File: src/rtl/lfsr_sched.sv
// Round-robin scheduler that time-shares one serial LFSR among NUM_REQ requesters,
// packing its bits LSB-first into WORD_W-bit words, WORDS_PER_HV words per grant.
module lfsr_sched #(
    parameter int NUM_REQ      = 4,
    parameter int WORD_W       = 8,
    parameter int WORDS_PER_HV = 4
) (
    input  logic                       clk,
    input  logic                       rst,
    input  logic [NUM_REQ-1:0]         req,
    input  logic                       lfsr_bit,
    output logic                       lfsr_en,
    output logic [NUM_REQ-1:0]         gnt,
    output logic [$clog2(NUM_REQ)-1:0] gnt_id,
    output logic [WORD_W-1:0]          word_out,
    output logic                       word_valid,
    input  logic                       word_ready,
    output logic                       word_last,
    output logic                       busy,
    output logic [1:0]                 o_dbg_state
);

    localparam int IDW = $clog2(NUM_REQ);
    localparam int BCW = $clog2(WORD_W) + 1;
    localparam int WCW = $clog2(WORDS_PER_HV) + 1;

    typedef enum logic [1:0] {
        S_IDLE  = 2'd0,
        S_SHIFT = 2'd1,
        S_OUT   = 2'd2
    } state_t;

    state_t             r_state;
    state_t             w_state_nxt;
    logic [IDW-1:0]     r_ptr;
    logic [IDW-1:0]     r_gnt_id;
    logic [NUM_REQ-1:0] r_gnt;
    logic [BCW-1:0]     r_bit_cnt;
    logic [WCW-1:0]     r_word_cnt;
    logic [WORD_W-1:0]  r_word;

    logic [IDW:0]       w_cand;
    logic [IDW-1:0]     w_win_id;
    logic               w_win_found;
    logic               w_bit_done;
    logic               w_word_done;
    logic               w_hs;

    // First requester at or after r_ptr, wrapping modulo NUM_REQ.
    always_comb begin
        w_win_id    = '0;
        w_win_found = 1'b0;
        w_cand      = '0;
        for (int i = 0; i < NUM_REQ; i++) begin
            w_cand = {1'b0, r_ptr} + (IDW+1)'(i);
            if (w_cand >= (IDW+1)'(NUM_REQ))
                w_cand = w_cand - (IDW+1)'(NUM_REQ);
            if (!w_win_found && req[w_cand[IDW-1:0]]) begin
                w_win_found = 1'b1;
                w_win_id    = w_cand[IDW-1:0];
            end
        end
    end

    // Word handshake: a word transfers on any edge where word_valid and word_ready
    // are both high; word_valid never drops and word_out/word_last never change
    // until that edge.
    assign w_hs        = (r_state == S_OUT) && word_ready;
    assign w_bit_done  = (r_bit_cnt == BCW'(WORD_W - 1));
    assign w_word_done = (r_word_cnt == WCW'(WORDS_PER_HV - 1));

    always_comb begin
        w_state_nxt = r_state;
        case (r_state)
            S_IDLE:  if (w_win_found) w_state_nxt = S_SHIFT;
            S_SHIFT: if (w_bit_done)  w_state_nxt = S_OUT;
            S_OUT:   if (w_hs)        w_state_nxt = w_word_done ? S_IDLE : S_SHIFT;
            default:                  w_state_nxt = S_IDLE;
        endcase
    end

    always_ff @(posedge clk or posedge rst) begin
        if (rst) r_state <= S_IDLE;
        else     r_state <= w_state_nxt;
    end

    always_ff @(posedge clk or posedge rst) begin
        if (rst) begin
            r_ptr      <= '0;
            r_gnt      <= '0;
            r_gnt_id   <= '0;
            r_bit_cnt  <= '0;
            r_word_cnt <= '0;
            r_word     <= '0;
        end else begin
            case (r_state)
                S_IDLE: begin
                    if (w_win_found) begin
                        for (int k = 0; k < NUM_REQ; k++)
                            r_gnt[k] <= (w_win_id == IDW'(k));
                        r_gnt_id  <= w_win_id;
                        r_bit_cnt <= '0;
                    end
                end
                S_SHIFT: begin
                    for (int k = 0; k < WORD_W; k++)
                        if (r_bit_cnt == BCW'(k)) r_word[k] <= lfsr_bit;
                    r_bit_cnt <= w_bit_done ? '0 : r_bit_cnt + 1'b1;
                end
                S_OUT: begin
                    if (w_hs) begin
                        if (w_word_done) begin
                            // Hypervector complete: release the grant and leave IDLE outputs all-zero.
                            r_gnt      <= '0;
                            r_gnt_id   <= '0;
                            r_word     <= '0;
                            r_word_cnt <= '0;
                            r_ptr      <= (r_gnt_id == IDW'(NUM_REQ - 1)) ? '0 : r_gnt_id + 1'b1;
                        end else begin
                            r_word_cnt <= r_word_cnt + 1'b1;
                        end
                    end
                end
                default: ;
            endcase
        end
    end

    assign lfsr_en     = (r_state == S_SHIFT);
    assign word_valid  = (r_state == S_OUT);
    assign word_last   = (r_state == S_OUT) && w_word_done;
    assign busy        = (r_state != S_IDLE);
    assign gnt         = r_gnt;
    assign gnt_id      = r_gnt_id;
    assign word_out    = r_word;
    assign o_dbg_state = r_state;

endmodule

File: config.mk
export PLATFORM = sky130hd
export DESIGN_NAME = lfsr_sched
export DESIGN_NICKNAME = d
export VERILOG_FILES = /design/src/rtl/lfsr_sched.sv
export SDC_FILE = /design/constraint.sdc
export NUM_CORES = 1
export LEC_CHECK = 0
export BUFFER_PORTS_ARGS = -buffer_cell sky130_fd_sc_hd__buf_2
export CORE_ASPECT_RATIO = 1.1
export CORE_UTILIZATION = 50
export DETAILED_ROUTE_END_ITERATION = 10
export PLACE_DENSITY = 0.79
export SLEW_MARGIN = 10
export SYNTH_ARGS = -nofsm -noshare
export SYNTH_HDL_FRONTEND = slang
export SYNTH_SLANG_ARGS = --single-unit
File: constraint.sdc
create_clock -name clk -period 2.76 [get_ports clk]
set_clock_uncertainty 0.2 [all_clocks]
set_input_delay 0.414 -clock clk [delete_from_list [all_inputs] [get_ports clk]]
set_output_delay 0.414 -clock clk [all_outputs]
set_load 0.02 [all_outputs]
==> impl_results.rst, run 1 <==
.. list-table::
   :header-rows: 1

   * - Metric
     - Value
   * - RSZ-0062 raised after global routing
     - no
   * - Final hold violations
     - 0
   * - Crit Path Class
     - reg2out
   * - Count of cells resized by post-cts repair
     - 0
   * - Slack of the critical path
     - between 0.7 and 0.8 ns
   * - Routed wire length
     - between 2000 and 3000 um
   * - Pre-CTS setup slack
     - 0.939 ns
   * - Number of hold buffers added after cts
     - 0
   * - CP startpoint kind
     - register
   * - Slew @ Worst Pin
     - 0.918 ns
   * - Post-route minimum period
     - roughly 2.0 ns
   * - Area growth from synthesis to layout
     - 13.9%
   * - Depth of the critical timing path with buffers and inverters included
     - 4
   * - Clock latency reported for the late side of the worst-skew pair
     - 0.33 ns
   * - Number of global-route vias before repair
     - a little over 1,000
   * - Proportion of synthesized chip area in sequential cells
     - 47.4%
   * - Yosys warning count
     - 0
   * - Number of buffers added by the clock tree synthesis step
     - 3
   * - Main flop type after synthesis
     - dfrtp_1
   * - Total number of clock tree sinks
     - 25
   * - Share of final-layout standard cells stronger than drive strength 1
     - between 20% and 30%
   * - Count of buffer and inverter cells on the critical path
     - 1
   * - Ordered cell list for the critical path
     - ha_1, nand2b_1, nor2_1, buf_2
   * - Distinct cell type count of the synthesized netlist
     - 39
   * - Clock power share
     - between 10% and 20%
   * - Net count after synthesis
     - 140
   * - Run status
     - finished clean
   * - Die outline area
     - 0.00285 mm^2
   * - Pre-antenna DRT Iters
     - 4
   * - Slowest stage cell, crit path
     - dfrtp_1
   * - Required arrival time at the worst endpoint
     - approximately 2.2 ns
   * - Max Transition Viols Final
     - 0
   * - Pleak
     - roughly 0.00074 uW
   * - Clock-pin slew on the worst setup and hold paths
     - about 0.14 ns
   * - Number of storage elements in the synthesis netlist
     - 25
   * - Drt initial violations
     - 20
   * - Mapped Area
     - 0.00132 mm^2
   * - Wire length of the first global-routing pass
     - 4410 um
   * - Fmax
     - 0.489 GHz
   * - Max-Slew Margin vs Limit
     - between 30% and 40%
   * - Deepest level of the CTS H-tree
     - 1
   * - Final worst path period share
     - roughly three quarters
   * - Share of async-settable or async-resettable flops after synthesis
     - between 90% and 100%
   * - CTS Buffer Depth
     - 2
   * - CTS tree
     - built
   * - Setup total negative slack
     - 0 ns
   * - Number of placed I/O pins
     - 28
   * - Combined global-route utilization of all metal layers
     - 20.5%
   * - CP endpoint kind
     - output port
   * - Cell at the root of the clock tree
     - clkbuf_4
   * - Final antenna-violating net count
     - 0
   * - Family with the most delay on the worst path
     - flip-flops
   * - Switching share of power
     - 42.5%
   * - Number of max-capacitance violations reported
     - 0
   * - Via-per-instance ratio
     - around 5.5
   * - Final number of setup-violating endpoints
     - 0
   * - Path depth of the worst reg2reg path
     - 5
   * - Class of the most critical hold timing path
     - in2async
   * - Number of antenna diodes
     - 0
   * - Power Total
     - approximately 1500 uW
   * - Cell row count
     - 19
   * - Pin count of the biggest net entering global routing
     - 26
   * - Max incr delay on CP
     - around 0.42 ns
   * - Last weighted congestion value of the routability-driven placer
     - between 0.8 and 0.9
   * - DR vias
     - 1,020
   * - Die boundary height
     - 55.9 um
   * - Share of total power in sequential cells
     - a little over 40%
   * - Horiz. Die Dim
     - roughly 51 um
   * - Worst-case hold slack
     - about 0.058 ns
   * - Placed wire-length estimate
     - 1940 um
   * - NetSw
     - 638 uW
   * - DR DRC count
     - 0
   * - Layout net count
     - between 150 and 200
   * - Average cell area after synthesis
     - roughly 10 um^2
   * - Initial standard-cell utilization of the core
     - 52.8%
   * - Ratio of total power to cell area
     - about 1000 mW/mm^2
   * - Number of port buffers
     - 27
   * - Routed length per instance
     - 13.8 um
   * - Worst IR drop on VDD
     - 0.803 mV
   * - Cell count after synthesis
     - 126
   * - Buffers inserted by post-CTS timing repair
     - 0
   * - Logic pwr share
     - a little under half
   * - Count of flip-flops with a built-in enable after synthesis
     - 0
   * - Initial antenna violation count
     - 0
   * - Core region area
     - approximately 0.0025 mm^2
   * - Data arrival, critical path
     - around 1.4 ns
   * - Aggregate global routing overflow
     - 0
   * - Cell internal power dissipation
     - ~860 uW
   * - Top fanout value on the critical path
     - 6
==> logic make-up after synthesis <==
logic type                 count (synthesis)  synth area share, %
and+or+nand+nor                           41                 18.0
AOI/OAI and AO/OA                         34                 17.2
DFF                                       25                 47.4
buffers and inverters                     11                 4.08
muxes                                      9                 7.59
adders and majority gates                  6                 5.69
==> final cells by class <==
type	count	area, um^2
fillers	230	993
multi-input cells	90	639
flip-flops and latches	25	626
repair buffers	28	143
well taps	31	38.8
inverters	7	26.3
clock buffers	3	22.5
clock inverters	1	7.51
==> flip-flops by register name, indices dropped and copies added (netlist names) <==
register	count
gnt	4
word_out	8
o_dbg_state	2
r_ptr	2
r_word_cnt	3
gnt_id	2
r_bit_cnt	4
==> worst paths after layout <==
check | from | endpoint | slack, ns
min reg2reg | r_word_cnt[1] | r_word_cnt[1] | 0.30
max | r_word_cnt[0] | word_last | 0.72
max in group asynchronous | rst | o_dbg_state[1] | 1.74
min in group clk | word_ready | o_dbg_state[1] | 0.13
min | rst | word_out[2] | 0.06
max reg2reg | r_word_cnt[0] | word_out[3] | 0.93
==> power by group through the flow <==
stage	registers [uW]	clock network (uW)	logic (uW)
after floorplan	734	0	386
after global placement	614	0	701
after detailed placement	626	0	717
after CTS	617	177	719
after global routing	635	198	775
final	615	170	714
==> layout by cell type, fill, tap and decap left out, drive strengths merged, types with 2 or more instances in the layout <==
cell type	n
a21o	2
mux2	8
or3	2
a22o	3
ha	6
a31oi	5
nand2	15
clkbuf	3
nor3	2
nor2	8
o22ai	2
inv	7
buf	28
nand2b	5
o21ai	10
dfrtp	25
a21oi	4
a32o	4
==> stage by stage <==
| stage | std cells | utilization (%) | area, um^2 |
|---|---|---|---|
| 6_report | 185 | 60.2 | 1500 |
| 4_1_cts | 185 | 60.2 | 1500 |
| 3_5_place_dp | 181 | 59.0 | 1470 |
| 2_1_floorplan | 126 | - | 1320 |
| 5_1_grt | 185 | 60.2 | 1500 |
| 3_3_place_gp | 181 | 59.0 | 1470 |
==> per-layer routing <==
metal | share of wire [%] | track usage, %
met1 | 44 | 26.0
met2 | 51 | 33.6
met3 | 3.4 | 4.10
met4 | 0.98 | 8.33
met5 | 0 | 0
==> synthesized netlist by cell type (all sizes together) (3+ instances only) <==
library cell	n	area share [%]
nor2	8	3.6
mux2	8	6.8
a21oi	4	1.5
o21ai	10	3.8
inv	7	2.0
nand2b	5	2.4
a31oi	5	2.4
nand2	15	4.3
buf	3	1.8
ha	6	5.7
dfrtp	25	47
a32o	4	3.0
a22o	3	2.0
No activity file was read; power rests on OpenSTA's default activity.
==> run 2: changes to the inputs <==
==> constraint.sdc (replaced) <==
create_clock -name clk -period 2.1 [get_ports clk]
set_clock_uncertainty 0.2 [all_clocks]
set_input_delay 0.315 -clock clk [delete_from_list [all_inputs] [get_ports clk]]
set_output_delay 0.315 -clock clk [all_outputs]
set_load 0.02 [all_outputs]
==> run 2 against run 1 <==
Compared with the run above:
- wire length rose by 4.0%
- via count up 3.5%
- critical path depth unchanged
- sequential share of layout area is 0.68 points lower
- largest cell class unchanged
==> impl_results.rst, run 2 (synthesized netlist as in run 1, its figures left out) <==
.. list-table::
   :header-rows: 1

   * - Metric
     - Value
   * - Fmax
     - about 0.51 GHz
   * - Final number of setup-violating endpoints
     - 0 (unchanged)
   * - Wire length of the first global-routing pass
     - 4400 um (was 4410 um)
   * - Share of final-layout standard cells stronger than drive strength 1
     - 29.3% (was 28.6%)
   * - Core region area
     - 0.00250 mm^2 (unchanged)
   * - Layout net count
     - 172 (was 169)
   * - Pin count of the biggest net entering global routing
     - 26 (unchanged)
   * - Horiz. Die Dim
     - 51.0 um (unchanged)
   * - Final antenna-violating net count
     - 0 (unchanged)
   * - Run status
     - finished clean (unchanged)
   * - Pre-CTS setup slack
     - 0.313 ns (was 0.939 ns)
   * - Number of flip-flops under the largest register name
     - 8 (unchanged)
   * - Final hold violations
     - 0 (unchanged)
   * - Max-Slew Margin vs Limit
     - 76.1% (was 38.7%)
   * - Clock latency reported for the late side of the worst-skew pair
     - 0.31 ns (was 0.33 ns)
   * - Buffers inserted by post-CTS timing repair
     - 0 (unchanged)
   * - Commonest cells after routing, fill and taps aside
     - buf_2, dfrtp_1, nand2_1 (unchanged)
   * - Number of antenna diodes
     - 0 (unchanged)
   * - Top fanout value on the critical path
     - 6 (unchanged)
   * - Via-per-instance ratio
     - 5.62 (was 5.51)
   * - DR DRC count
     - 0 (unchanged)
   * - Die outline area
     - 0.00285 mm^2 (unchanged)
   * - Drt initial violations
     - 20 (unchanged)
   * - Crit Path Class
     - reg2out (unchanged)
   * - Number of placed I/O pins
     - 28 (unchanged)
   * - CTS tree
     - built (unchanged)
   * - RSZ-0062 raised after global routing
     - no (unchanged)
   * - Final worst path period share
     - 93.5%
   * - DR vias
     - 1,056 (was 1,020)
   * - Cell at the root of the clock tree
     - clkbuf_4 (unchanged)
   * - Data arrival, critical path
     - 1.45 ns (was 1.43 ns)
   * - Most frequent standard cell in the layout excluding fill and tap cells
     - buf_2 (unchanged)
   * - Pleak
     - 0.000753 uW (was 0.000739 uW)
   * - Placed wire-length estimate
     - 2010 um (was 1940 um)
   * - Post-place instance area
     - 0.00149 mm^2 (was 0.00147 mm^2)
   * - CP endpoint kind
     - output port (unchanged)
   * - Setup total negative slack
     - 0 ns (unchanged)
   * - Number of buffers added by the clock tree synthesis step
     - 3 (unchanged)
   * - Max Transition Viols Final
     - 0 (unchanged)
   * - Worst IR drop on VDD
     - 0.863 mV (was 0.803 mV)
   * - Die boundary height
     - 55.9 um (unchanged)
   * - Initial standard-cell utilization of the core
     - 52.8% (unchanged)
   * - Area growth from synthesis to layout
     - 15.8% (was 13.9%)
   * - Clock-pin slew on the worst setup and hold paths
     - 0.13 ns (was 0.14 ns)
   * - Total number of clock tree sinks
     - 25 (unchanged)
   * - Number of max-capacitance violations reported
     - 0 (unchanged)
   * - Routed length per instance
     - 14.1 um (was 13.8 um)
   * - Last weighted congestion value of the routability-driven placer
     - 0.763 (was 0.843)
   * - Fill cell instance count of the final layout
     - 230 (unchanged)
   * - Aggregate global routing overflow
     - 0 (unchanged)
   * - Number of global-route vias before repair
     - 1,014 (was 1,012)
   * - Slew @ Worst Pin
     - 0.356 ns (was 0.918 ns)
   * - CP startpoint kind
     - register (unchanged)
   * - Post-route cell area
     - 0.00153 mm^2 (was 0.00150 mm^2)
   * - Combined global-route utilization of all metal layers
     - 20.1% (was 20.5%)
   * - Required arrival time at the worst endpoint
     - 1.58 ns (was 2.15 ns)
   * - Deepest level of the CTS H-tree
     - 1 (unchanged)
   * - Cell row count
     - 19 (unchanged)
   * - Class of the most critical hold timing path
     - in2reg (was in2async)
   * - Number of port buffers
     - 27 (unchanged)
   * - Post-route minimum period
     - a little under 2 ns
   * - Pre-antenna DRT Iters
     - 4 (unchanged)
   * - Initial antenna violation count
     - 0 (unchanged)
   * - CTS Buffer Depth
     - 2 (unchanged)
   * - Slack of the critical path
     - 0.137 ns (was 0.716 ns)
   * - Routed wire length
     - 2650 um (was 2540 um)
   * - Ratio of total power to cell area
     - 1300 mW/mm^2 (was 998 mW/mm^2)
[run 2: cell types whose count changed in the layout (fill, tap and decap cells not counted), sizes merged]
cell         delta
buf             +2
dlygate4sd3     +1
[run 2: repair_timing]
action	4_1_cts	5_1_grt
endpoints found under the hold margin	25	0
gates resized for setup	0	0
hold buffers	1	0
endpoints found under the setup margin	0	0
[run 2: power by group]
group	switching [uW]	total [uW]	internal, uW
clock	142	215	72.7
sequential	144	811	667
combinational	554	963	409
total	840	1990	1150
[run 2: layer usage]
layer / share of wire [%] / GRT usage (%) / vias up
met5: 0 / 0 / -
met4: 0.94 / 7.94 / 0
met3: 3.1 / 1.64 / 4
met2: 52 / 35.0 / 30
met1: 44 / 25.1 / 511
li1: - / - / 511
[run 2: worst max-delay path: stages (launching register included)]
cell and delay [ns]:
dfrtp_1 0.42, ha_1 0.23, nand2b_1 0.23, nor2_1 0.09, buf_2 0.17
[run 2: area by class of cell]
type                            instances  area [um^2]  share of cell area, %
Multi-Input combinational cell         90          639                   41.9
Sequential cell                        25          626                   40.9
Inverter                                7         26.3                   1.72
Clock buffer                            3         22.5                   1.47
Clock inverter                          1         7.51                  0.491
Tap cell                               31         38.8                   2.54
Timing Repair Buffer                   31          168                   11.0
[run 2: stage by stage]
step / hold slack [ns] / std cells / power [uW] / utilization, %
2_1_floorplan: 0.142 / 126 / 1470 / -
3_3_place_gp: 0.171 / 183 / 1740 / 59.6
3_5_place_dp: 0.178 / 183 / 1790 / 59.6
4_1_cts: 0.0318 / 188 / 2000 / 61.2
5_1_grt: 0.0502 / 188 / 2130 / 61.2
6_report: 0.0455 / 188 / 1990 / 61.2
[run 2: worst paths after layout]
check	startpoint	end	depth (start not counted)	slack, ns
min reg2reg	r_word_cnt[0]	r_word_cnt[0]	1	0.31
max	r_word_cnt[0]	word_last	4	0.14
max reg2reg	r_word_cnt[0]	word_out[4]	5	0.28
min in group asynchronous	rst	word_out[1]	4	0.37
max in group asynchronous	rst	gnt[0]	4	1.10
min	word_ready	o_dbg_state[1]	2	0.05
==> run 3: changes to the inputs <==
--- a/config.mk
+++ b/config.mk
@@ -5,11 +5,13 @@
 export SDC_FILE = /design/constraint.sdc
 export NUM_CORES = 1
 export LEC_CHECK = 0
+export ABC_AREA = 1
 export BUFFER_PORTS_ARGS = -buffer_cell sky130_fd_sc_hd__buf_2
 export CORE_ASPECT_RATIO = 1.1
 export CORE_UTILIZATION = 50
 export DETAILED_ROUTE_END_ITERATION = 10
-export PLACE_DENSITY = 0.79
+export PLACE_DENSITY = 0.78
+export RECOVER_POWER = 100
 export SLEW_MARGIN = 10
 export SYNTH_ARGS = -nofsm -noshare
 export SYNTH_HDL_FRONTEND = slang
==> run 3 against run 2 <==
Compared with the run above:
- critical path depth rose by 1
- first-iteration DRC count rose by 55%
- setup slack got worse by 0.0062 ns
- register-to-register slack got worse by 0.05 ns
- hold slack improved by 0.062 ns
- design area rose by 8.8%
- synthesized area rose by 13%
- maximum frequency fell by 0.32%
- count of clock-buffer cells in the layout did not move
- critical path type unchanged
- critical endpoint unchanged
- highest routed layer unchanged
==> impl_results.rst, run 3 <==
.. list-table::
   :header-rows: 1

   * - Metric
     - Value
   * - Slowest stage cell, crit path
     - dfrtp_1 (unchanged)
   * - Distinct cell type count of the synthesized netlist
     - 21 (was 39)
   * - Clock-pin slew on the worst setup and hold paths
     - 0.12 ns (was 0.13 ns)
   * - Combined global-route utilization of all metal layers
     - 20.2% (was 20.1%)
   * - Initial standard-cell utilization of the core
     - 53.1% (was 52.8%)
   * - Cell row count
     - 20 (was 19)
   * - Share of total power in sequential cells
     - 41.2% (was 40.8%)
   * - Slack of the critical path
     - 0.131 ns (was 0.137 ns)
   * - Proportion of synthesized chip area in sequential cells
     - 42.1% (was 47.4%)
   * - Number of placed I/O pins
     - 28 (unchanged)
   * - Path depth of the worst reg2reg path
     - 9 (was 5)
   * - Number of buffers added by the clock tree synthesis step
     - 3 (unchanged)
   * - CTS tree
     - built (unchanged)
   * - Initial antenna violation count
     - 0 (unchanged)
   * - Horiz. Die Dim
     - 54.0 um (was 51.0 um)
   * - Drt initial violations
     - 31 (was 20)
   * - Endpoint of the lowest-slack register-to-register path
     - word_out[2] (was word_out[4])
   * - Class of the most critical hold timing path
     - in2reg (unchanged)
   * - Layout net count
     - 249 (was 172)
   * - Switching share of power
     - 47.4% (was 42.3%)
   * - Xor-xnor portion of the synthesized cell area
     - 0.589% (was 0%)
   * - Last weighted congestion value of the routability-driven placer
     - 0.799 (was 0.763)
   * - Met3 capacity usage during global routing
     - 3.08% (was 1.64%)
   * - Crit Path Class
     - reg2out (unchanged)
   * - Ordered cell list for the critical path
     - ha_1, inv_1, or2_1, nor2_1, clkbuf_2 (was ha_1, nand2b_1, nor2_1, buf_2)
   * - Slew @ Worst Pin
     - 0.605 ns (was 0.356 ns)
   * - Cell at the root of the clock tree
     - clkbuf_4 (unchanged)
   * - Number of antenna diodes
     - 0 (unchanged)
   * - Pre-antenna DRT Iters
     - 4 (unchanged)
   * - Most frequent standard cell in the layout excluding fill and tap cells
     - nand2_1 (was buf_2)
   * - Aggregate global routing overflow
     - 0 (unchanged)
   * - Final worst path period share
     - 93.8% (was 93.5%)
   * - Pre-CTS setup slack
     - 0.254 ns (was 0.313 ns)
   * - Number of max-capacitance violations reported
     - 0 (unchanged)
   * - Number of flip-flops under the largest register name
     - 8 (unchanged)
   * - Clock latency reported for the late side of the worst-skew pair
     - 0.32 ns (was 0.31 ns)
   * - Top cells by area, synth
     - dfrtp_1, nand2_1, nand3_1, inv_1, ha_1 (was dfrtp_1, mux2_2, ha_1, nand2_1, a32o_1)
   * - Clock power share
     - 10.6% (was 10.8%)
   * - R2R Setup Slk
     - 0.23 ns (was 0.28 ns)
   * - Max incr delay on CP
     - 0.38 ns (was 0.42 ns)
   * - NetSw
     - 942 uW (was 840 uW)
   * - Commonest cells after routing, fill and taps aside
     - nand2_1, dfrtp_1, inv_1, nand3_1, clkbuf_1 (was buf_2, dfrtp_1, nand2_1)
   * - Net count after synthesis
     - 216 (was 140)
   * - Share of async-settable or async-resettable flops after synthesis
     - 100% (unchanged)
   * - Post-Synth Simple-Gate Area
     - 35.6% (was 18.0%)
   * - Placed wire-length estimate
     - 2230 um (was 2010 um)
   * - Met1 track demand over resource in global routing
     - 26.2% (was 25.1%)
   * - Final antenna-violating net count
     - 0 (unchanged)
   * - Critical R2R Launch
     - r_word_cnt[0] (unchanged)
   * - Average cell area after synthesis
     - 7.36 um^2 (was 10.5 um^2)
   * - CP startpoint kind
     - register (unchanged)
   * - Pin count of the biggest net entering global routing
     - 26 (unchanged)
   * - DR DRC count
     - 0 (unchanged)
   * - Hold path startpoint
     - word_ready (unchanged)
   * - Routed length per instance
     - 10.7 um (was 14.1 um)
   * - Run status
     - finished clean (unchanged)
   * - Cell count after synthesis
     - 202 (was 126)
   * - Area share of the largest cell type after synthesis
     - 42.1% (was 47.4%)
   * - Hold EP
     - o_dbg_state[1] (unchanged)
   * - CTS Buffer Depth
     - 2 (unchanged)
   * - DR vias
     - 1,353 (was 1,056)
   * - Grt peak-use layer
     - met2 (unchanged)
   * - Main combinational cell family by area after synthesis
     - simple AND/OR/NAND/NOR gates (unchanged)
   * - Die outline area
     - 0.00320 mm^2 (was 0.00285 mm^2)
   * - Number of cells traversed by the worst hold path
     - 4 (was 2)
   * - Top fanout value on the critical path
     - 5 (was 6)
   * - Mapped Area
     - 0.00149 mm^2 (was 0.00132 mm^2)
   * - CP endpoint kind
     - output port (unchanged)
   * - Max Transition Viols Final
     - 0 (unchanged)
   * - Data arrival, critical path
     - 1.45 ns (about the same)
   * - Wire length of the first global-routing pass
     - 4730 um (was 4400 um)
   * - Share of final-layout standard cells stronger than drive strength 1
     - 11.1% (was 29.3%)
   * - Deepest level of the CTS H-tree
     - 1 (unchanged)
   * - Routed wire length
     - 2850 um (was 2650 um)
   * - Number of port buffers
     - 27 (unchanged)
   * - Final standard cell count with taps included and fillers excluded
     - 267 (was 188)
   * - Final number of setup-violating endpoints
     - 0 (unchanged)
   * - Area growth from synthesis to layout
     - 11.8% (was 15.8%)
   * - Required arrival time at the worst endpoint
     - 1.58 ns (about the same)
   * - Core region area
     - 0.00280 mm^2 (was 0.00250 mm^2)
   * - Setup total negative slack
     - 0 ns (unchanged)
   * - Number of storage elements in the synthesis netlist
     - 25 (unchanged)
   * - Met2 layer usage reported by global route
     - 34.6% (was 35.0%)
   * - Logic pwr share
     - 48.2% (was 48.4%)
   * - Post-route cell area
     - 0.00166 mm^2 (was 0.00153 mm^2)
   * - Top cells by count, synth
     - nand2_1, dfrtp_1, inv_1 (was dfrtp_1, nand2_1, inv_1, mux2_2)
   * - Total number of clock tree sinks
     - 25 (unchanged)
   * - Post-place instance area
     - 0.00166 mm^2 (was 0.00149 mm^2)
   * - Number of global-route vias before repair
     - 1,144 (was 1,014)
   * - RSZ-0062 raised after global routing
     - no (unchanged)
   * - Die boundary height
     - 59.2 um (was 55.9 um)
   * - Cell internal power dissipation
     - 1050 uW (was 1150 uW)
   * - Count of flip-flops with a built-in enable after synthesis
     - 0 (unchanged)
   * - Cell with the most instances after synthesis
     - nand2_1 (was dfrtp_1)
   * - Share of synthesized area spent on multiplexers
     - 0% (was 7.59%)
   * - Post-route minimum period
     - 1.97 ns (was 1.96 ns)
   * - Main flop type after synthesis
     - dfrtp_1 (unchanged)
   * - Arithmetic-cell share of the synthesized area counting full adders, half adders and majority gates
     - 5.05% (was 5.69%)
   * - Pleak
     - 0.000905 uW (was 0.000753 uW)
   * - Number of placed instances with taps included
     - 262 (was 183)
   * - Via-per-instance ratio
     - 5.07 (was 5.62)
   * - Ratio of total power to cell area
     - 1200 mW/mm^2 (was 1300 mW/mm^2)
   * - Area fraction in compound gates after synthesis
     - 8.83% (was 17.2%)
   * - Yosys warning count
     - 0 (unchanged)
   * - Final hold violations
     - 0 (unchanged)
   * - Worst IR drop on VDD
     - 0.801 mV (was 0.863 mV)
   * - Max-Slew Margin vs Limit
     - 59.7% (was 76.1%)
   * - Fmax
     - 0.508 GHz (was 0.509 GHz)
   * - Library cell with the largest summed area after synthesis
     - dfrtp_1 (unchanged)
run 3: worst max-delay path: cells and delay by family (launching register included):
kind	cells	cell delay, ns
adder cells (fa/ha/maj)	1	0.14
AND/OR/NAND/NOR	2	0.41
buffers and inverters	2	0.21
flip-flops	1	0.38
run 3: timing repair:
item | in CTS | in global routing
hold buffers | 1 | 0
hold endpoints to repair | 25 | 0
buffers inserted | 0 | 0
gates resized for setup | 0 | 0
run 3: worst max-delay path by stage:
stage              startpoint     endpoint  depth (start not counted)
2_1_floorplan  o_dbg_state[0]  word_out[2]                         10
4_1_cts         r_word_cnt[0]    word_last                          5
3_5_place_dp    r_word_cnt[0]  word_out[6]                          9
5_1_grt         r_word_cnt[0]    word_last                          5
3_3_place_gp   o_dbg_state[0]  word_out[6]                         10
6_report        r_word_cnt[0]    word_last                          5
run 3: layout make-up:
cell class	count	area (um^2)
clock buffers	3	22.5
multi-input cells	150	737
inverters	24	90.1
well taps	33	41.3
flip-flops and latches	25	626
repair buffers	31	141
clock inverters	1	5.00
fillers	273	1140
run 3: routing by layer:
| layer | vias to the layer above | wire length [um] |
|---|---|---|
| li1 | 708 | - |
| met1 | 616 | 1340 |
| met2 | 24 | 1380 |
| met3 | 5 | 92 |
| met4 | 0 | 36 |
| met5 | - | 0 |
run 3: through the flow:
stage                     hold slack, ns  util (%)  power (uW)
after floorplan                    0.142         -        1550
after global placement             0.183      59.2        1810
after detailed placement           0.179      59.2        1830
after CTS                          0.103      60.5        2050
after global routing               0.143      59.3        2180
final                              0.107      59.3        1990
run 3: logic make-up after synthesis:
logic type,after synthesis
AOI/OAI and AO/OA,24
xor gates and xnor gates,1
adders and majority gates,6
buffers and inverters,27
DFF,25
and+or+nand+nor,119
run 3: power by group through the flow:
stage | clock, uW | combinational (uW) | sequential (uW)
after floorplan | 0 | 580 | 970
after global placement | 0 | 994 | 820
after detailed placement | 0 | 1010 | 823
after CTS | 218 | 1020 | 814
after global routing | 236 | 1100 | 841
final | 211 | 958 | 820
